File: src/rtl/cpu_mem_responder.sv
// cpu_mem_responder
// Serialises the CPU's split instruction and data requests onto one shared
// single-word memory port. Each transaction ends with a one-cycle response
// pulse on the port that issued it.
//
// Ports:
//   clk, rst                  clock and synchronous active-high reset
//   inst_read/inst_addr       instruction fetch request (held until inst_resp)
//   inst_resp/inst_rdata      fetch completion pulse and fetched word
//   data_read/data_write      load/store request (held until data_resp)
//   data_mbe/addr/wdata       store byte enables, address, store data
//   data_resp/data_rdata      load/store completion pulse and load word
//   mem_read/mem_write        memory strobes, held until mem_resp
//   mem_mbe/addr/wdata        latched byte enables, word address, write data
//   mem_resp/mem_rdata        memory completion and read data
//   err                       sticky error (illegal read+write, watchdog expiry)
//
// Parameter TIMEOUT_CYCLES bounds the memory wait; 0 disables the watchdog.
module cpu_mem_responder #(
    parameter int unsigned TIMEOUT_CYCLES = 0
) (
    input  logic        clk,
    input  logic        rst,
    input  logic        inst_read,
    input  logic [31:0] inst_addr,
    output logic        inst_resp,
    output logic [31:0] inst_rdata,
    input  logic        data_read,
    input  logic        data_write,
    input  logic [3:0]  data_mbe,
    input  logic [31:0] data_addr,
    input  logic [31:0] data_wdata,
    output logic        data_resp,
    output logic [31:0] data_rdata,
    output logic        mem_read,
    output logic        mem_write,
    output logic [3:0]  mem_mbe,
    output logic [31:0] mem_addr,
    output logic [31:0] mem_wdata,
    input  logic        mem_resp,
    input  logic [31:0] mem_rdata,
    output logic        err
);

    typedef enum logic [1:0] {
        IDLE     = 2'd0,
        INST_REQ = 2'd1,
        DATA_REQ = 2'd2,
        RESP     = 2'd3
    } state_t;

    localparam logic        GRANT_INST = 1'b0;
    localparam logic        GRANT_DATA = 1'b1;
    localparam logic        WD_EN      = (TIMEOUT_CYCLES != 32'd0) ? 1'b1 : 1'b0;
    // Counter value on the last permitted wait cycle.
    localparam logic [31:0] WD_LAST    = WD_EN ? 32'(TIMEOUT_CYCLES - 32'd1) : 32'd0;

    state_t      state_r, state_nxt_s;
    logic        last_grant_r;
    logic [31:0] wd_cnt_r;

    logic        data_pend_s, grant_data_s, grant_inst_s, zero_wr_s, wd_hit_s;

    logic        inst_resp_nxt_s, data_resp_nxt_s;
    logic [31:0] inst_rdata_nxt_s, data_rdata_nxt_s;
    logic        mem_read_nxt_s, mem_write_nxt_s;
    logic [3:0]  mem_mbe_nxt_s;
    logic [31:0] mem_addr_nxt_s, mem_wdata_nxt_s;
    logic        err_nxt_s;

    // Byte offsets are dropped because the memory port is word-addressed.
    logic        unused_addr_bits_s;
    assign unused_addr_bits_s = ^{inst_addr[1:0], data_addr[1:0]};

    // On a conflict the port that did not win last time is served.
    assign data_pend_s  = data_read | data_write;
    assign grant_data_s = data_pend_s & (~inst_read | (last_grant_r == GRANT_INST));
    assign grant_inst_s = inst_read & ~grant_data_s;
    assign zero_wr_s    = data_write & (data_mbe == 4'h0);
    assign wd_hit_s     = WD_EN & (wd_cnt_r == WD_LAST);

    // State register, arbitration history and memory-wait counter.
    always_ff @(posedge clk) begin
        if (rst) begin
            state_r      <= IDLE;
            last_grant_r <= GRANT_INST;
            wd_cnt_r     <= 32'd0;
        end else begin
            state_r <= state_nxt_s;
            if (state_r == IDLE && grant_data_s) begin
                last_grant_r <= GRANT_DATA;
            end else if (state_r == IDLE && grant_inst_s) begin
                last_grant_r <= GRANT_INST;
            end else begin
                last_grant_r <= last_grant_r;
            end
            // Counts cycles spent waiting; restarts whenever a state is entered.
            if ((state_r == INST_REQ || state_r == DATA_REQ) && state_nxt_s == state_r) begin
                wd_cnt_r <= wd_cnt_r + 32'd1;
            end else begin
                wd_cnt_r <= 32'd0;
            end
        end
    end

    // Next-state selection.
    always_comb begin
        state_nxt_s = state_r;
        case (state_r)
            IDLE: begin
                if (grant_data_s) begin
                    state_nxt_s = zero_wr_s ? RESP : DATA_REQ;
                end else if (grant_inst_s) begin
                    state_nxt_s = INST_REQ;
                end else begin
                    state_nxt_s = IDLE;
                end
            end
            INST_REQ, DATA_REQ: begin
                if (mem_resp || wd_hit_s) begin
                    state_nxt_s = RESP;
                end else begin
                    state_nxt_s = state_r;
                end
            end
            RESP:    state_nxt_s = IDLE;
            default: state_nxt_s = IDLE;
        endcase
    end

    // Next values of the registered outputs.
    always_comb begin
        inst_resp_nxt_s  = 1'b0;
        data_resp_nxt_s  = 1'b0;
        inst_rdata_nxt_s = inst_rdata;
        data_rdata_nxt_s = data_rdata;
        mem_read_nxt_s   = mem_read;
        mem_write_nxt_s  = mem_write;
        mem_mbe_nxt_s    = mem_mbe;
        mem_addr_nxt_s   = mem_addr;
        mem_wdata_nxt_s  = mem_wdata;
        err_nxt_s        = err;
        case (state_r)
            IDLE: begin
                if (grant_data_s) begin
                    mem_addr_nxt_s = {data_addr[31:2], 2'b00};
                    if (data_write) begin
                        // Write wins over a simultaneous read; the pair is flagged.
                        mem_write_nxt_s = ~zero_wr_s;
                        mem_read_nxt_s  = 1'b0;
                        mem_mbe_nxt_s   = data_mbe;
                        mem_wdata_nxt_s = data_wdata;
                        data_resp_nxt_s = zero_wr_s;
                        err_nxt_s       = err | data_read;
                    end else begin
                        mem_read_nxt_s  = 1'b1;
                        mem_write_nxt_s = 1'b0;
                        mem_mbe_nxt_s   = 4'hF;
                    end
                end else if (grant_inst_s) begin
                    mem_addr_nxt_s  = {inst_addr[31:2], 2'b00};
                    mem_read_nxt_s  = 1'b1;
                    mem_write_nxt_s = 1'b0;
                    mem_mbe_nxt_s   = 4'hF;
                end else begin
                    mem_read_nxt_s  = 1'b0;
                    mem_write_nxt_s = 1'b0;
                end
            end
            INST_REQ, DATA_REQ: begin
                if (mem_resp) begin
                    mem_read_nxt_s  = 1'b0;
                    mem_write_nxt_s = 1'b0;
                    if (state_r == INST_REQ) begin
                        inst_resp_nxt_s  = 1'b1;
                        inst_rdata_nxt_s = mem_rdata;
                    end else begin
                        data_resp_nxt_s  = 1'b1;
                        data_rdata_nxt_s = mem_write ? data_rdata : mem_rdata;
                    end
                end else if (wd_hit_s) begin
                    // Abandon the access and answer with a zero word.
                    mem_read_nxt_s  = 1'b0;
                    mem_write_nxt_s = 1'b0;
                    err_nxt_s       = 1'b1;
                    if (state_r == INST_REQ) begin
                        inst_resp_nxt_s  = 1'b1;
                        inst_rdata_nxt_s = 32'd0;
                    end else begin
                        data_resp_nxt_s  = 1'b1;
                        data_rdata_nxt_s = 32'd0;
                    end
                end else begin
                    mem_read_nxt_s  = mem_read;
                    mem_write_nxt_s = mem_write;
                end
            end
            RESP: begin
                mem_read_nxt_s  = 1'b0;
                mem_write_nxt_s = 1'b0;
            end
            default: begin
                mem_read_nxt_s  = 1'b0;
                mem_write_nxt_s = 1'b0;
            end
        endcase
    end

    // Output registers.
    always_ff @(posedge clk) begin
        if (rst) begin
            inst_resp  <= 1'b0;
            data_resp  <= 1'b0;
            inst_rdata <= 32'd0;
            data_rdata <= 32'd0;
            mem_read   <= 1'b0;
            mem_write  <= 1'b0;
            mem_mbe    <= 4'h0;
            mem_addr   <= 32'd0;
            mem_wdata  <= 32'd0;
            err        <= 1'b0;
        end else begin
            inst_resp  <= inst_resp_nxt_s;
            data_resp  <= data_resp_nxt_s;
            inst_rdata <= inst_rdata_nxt_s;
            data_rdata <= data_rdata_nxt_s;
            mem_read   <= mem_read_nxt_s;
            mem_write  <= mem_write_nxt_s;
            mem_mbe    <= mem_mbe_nxt_s;
            mem_addr   <= mem_addr_nxt_s;
            mem_wdata  <= mem_wdata_nxt_s;
            err        <= err_nxt_s;
        end
    end

endmodule

File: config.mk
export PLATFORM = sky130hd
export DESIGN_NAME = cpu_mem_responder
export DESIGN_NICKNAME = d
export VERILOG_FILES = /design/src/rtl/cpu_mem_responder.sv
export SDC_FILE = /design/constraint.sdc
export NUM_CORES = 1
export LEC_CHECK = 0
export BUFFER_PORTS_ARGS = -buffer_cell sky130_fd_sc_hd__clkbuf_2
export CORE_MARGIN = 5
export CORE_UTILIZATION = 35
export CTS_CLUSTER_DIAMETER = 60
export DETAILED_ROUTE_END_ITERATION = 8
export GPL_TIMING_DRIVEN = 0
export PLACE_DENSITY_LB_ADDON = 0.05
export SETUP_SLACK_MARGIN = 0.2
export SYNTH_ARGS = -nofsm -noshare
export SYNTH_HDL_FRONTEND = slang
export SYNTH_SLANG_ARGS = --single-unit
File: constraint.sdc
create_clock -name clk -period 2.5 [get_ports clk]
set_input_delay 0.5 -clock clk [delete_from_list [all_inputs] [get_ports clk]]
set_output_delay 0.5 -clock clk [all_outputs]
set_load 0.005 [all_outputs]
==> flow_summary.json <==
{
  "status": "finished clean",
  "nets": 1080,
  "vias": 5625,
  "slew_headroom_pct": 57.0,
  "reg2reg_from": "state_r[0]",
  "wirelength_um": 17700,
  "top_layer": "met4",
  "synth.area.top_cells": "dfxtp_1 53%, nand2_1 14%, a21oi_1 9.6%, a311oi_1 5.0%, nand3_1 3.2%",
  "num_io_pins": 275,
  "antenna_found_initial": 0,
  "die_area_mm2": 0.0175,
  "area_growth_pct": 41.3,
  "max-cap-violations": 0,
  "pre_cts_ws_ps": 592,
  "cp-start-kind": "flip-flop",
  "rsz0062_at_grt": "no",
  "cts_buffers": 17,
  "grt_max_degree": 17,
  "dieWidth_um": 132,
  "synth-seq-cells": 138,
  "wl_met2_um": 8330,
  "drt_iter0_markers": 233,
  "core_mm2": 0.0146,
  "hpwl_um": 13700,
  "post-route-period-util_pct": 76.7,
  "final-setup-viol-count": 0,
  "first_pass_iters": 4,
  "wire_per_inst_um": 15.6,
  "rows": 44,
  "gp_congestion": 0.807,
  "route.detailed.drc": 0,
  "holdWs_ps": 320,
  "rrSetupSlack_ps": 580,
  "layout_common_cells": "267 x clkbuf_2, 193 x nand2_1, 138 x dfxtp_1",
  "clk_path_buf_depth": 2,
  "postCtsSetupBuffers": 0,
  "rr_worst_depth": 7,
  "ctsHoldBuffers": 0,
  "post-synth-top-area-cell": "dfxtp_1",
  "required_ps": 2840,
  "synth_top_flop_cell": "dfxtp_1",
  "netlist_instances": 652,
  "track_usage_pct": 19.9,
  "min_path_cells": 3,
  "grt_pass1_vias": 5785,
  "yosysUniqueCellTypes": 36,
  "worst_hold_path.endpoint": "mem_wdata[27]",
  "worstHoldStart": "data_wdata[27]",
  "worst_pin_slew_ps": 645,
  "cts_resized": 0,
  "syn_area_per_cell_um2": 8.03,
  "synth_area_mm2": 0.00524,
  "p_leak_nw": 3.34,
  "path_clk_slew_ps": 60,
  "ys.warnings.count": 0,
  "hold_viol": 0,
  "hp-class": "primary input to flip-flop",
  "fmax_ghz": 0.522,
  "synth_edf_count": 0,
  "ys_seq_area_share_pct": 52.7,
  "r2r_end": "data_rdata[18]",
  "via_per_inst": 4.96,
  "drv_slew": 0,
  "path_max_fanout": 10,
  "grt_pass1_wl_um": 28800,
  "initial_core_util_pct": 35.9,
  "die_h_um": 132,
  "grt_overflow": 0,
  "cp.arrival_ps": 2260,
  "wl_met3_um": 1550,
  "cts_htree_levels": 4,
  "synth_top_area_share_pct": 52.7,
  "critPathKind": "flip-flop to flip-flop",
  "fin_tns_setup_ps": 0,
  "finalClockSkew_ps": 4.15,
  "finalWorstPathRequiredPeriod_ps": 1920,
  "mostFrequentLayoutCell": "clkbuf_2",
  "critPathCaptureType": "flip-flop",
  "async_flop_share_pct": 0,
  "clock_latency_ps": 410,
  "cts_root_buffer": "clkbuf_16",
  "p_per_area_mw_per_mm2": 1120,
  "port_buffers": 267,
  "cts_tree": "done",
  "drive_gt1_share_pct": 34.0,
  "antenna_left": 0,
  "setup_slack_ps": 583,
  "antenna_cells": 0,
  "irDropWorstVdd_uv": 553,
  "drt-met1-wl_um": 7420,
  "cts_num_sinks": 138
}
cell usage after synthesis (all sizes together) (2+ instances only):
master / n
clkbuf: 32
o21ai: 32
buf: 27
ha: 3
a21oi: 100
a311oi: 30
nor2: 36
nand3: 33
inv: 3
nand3b: 2
o32ai: 4
dfxtp: 138
nand2: 193
kinds of logic (layout without fill, tap and decap cells):
group / Yosys count / after routing / share of synthesized area, %
and+or+nand+nor: 272 / 272 / 21.0
AOI/OAI and AO/OA: 176 / 176 / 20.1
DFF: 138 / 138 / 52.7
buffers and inverters: 62 / 360 / 5.37
adders and majority gates: 3 / 3 / 0.717
other: 1 / 2 / 0.0716
sequential cells by signal (all words and copies together), names as in the netlist:
register and flops:
data_rdata 32, inst_rdata 32, mem_wdata 32, mem_addr 30
mem_mbe 4, state_r 2, data_resp 1, err 1
inst_resp 1, last_grant_r 1, mem_read 1, mem_write 1
worst max path at each step:
stage / startpoint / end / cells after the start
2_1_floorplan: state_r[0] / mem_write / 5
5_1_grt: state_r[0] / data_rdata[11] / 7
3_3_place_gp: state_r[0] / data_rdata[0] / 7
3_5_place_dp: state_r[0] / data_rdata[28] / 7
4_1_cts: state_r[0] / data_rdata[28] / 7
6_report: state_r[0] / data_rdata[18] / 7
through the flow:
step / instance area (um2) / util (%) / std cells / power, mW
after floorplan: 5240 / - / 653 / 4.63
after global placement: 6810 / 46.7 / 1104 / 5.76
after detailed placement: 6810 / 46.7 / 1104 / 5.83
after CTS: 7400 / 50.8 / 1135 / 8.38
after global routing: 7400 / 50.8 / 1135 / 8.86
final: 7400 / 50.8 / 1135 / 8.28
report_power, final:
part	switching [mW]	internal (mW)	leakage [nW]
sequential	0.300	2.76	1.13
combinational	1.63	1.07	1.92
clock	0.887	1.64	0.293
per-layer routing:
metal  up-vias  GRT usage [%]
met2       202           32.7
met5         -              0
met3        35           7.25
li1       2795              -
met4         0           7.52
met1      2593           23.8
area by class of cell:
cell class	instances	area, um2
Fill cell	1443	7180
Clock inverter	8	118
Timing Repair Buffer	267	1340
Sequential cell	138	2760
Multi-Input combinational cell	453	2200
Clock buffer	23	478
Tap cell	184	230
Buffer	59	270
Inverter	3	11.3
worst max-delay path: stages (launching register included):
cell and delay [ps]:
dfxtp_1 360, inv_1 70, ha_1 390, nand4bb_1 130, clkbuf_1 220, clkbuf_1 420, nand2_1 110, a21oi_1 150
Power figures use the tool's default switching activity.
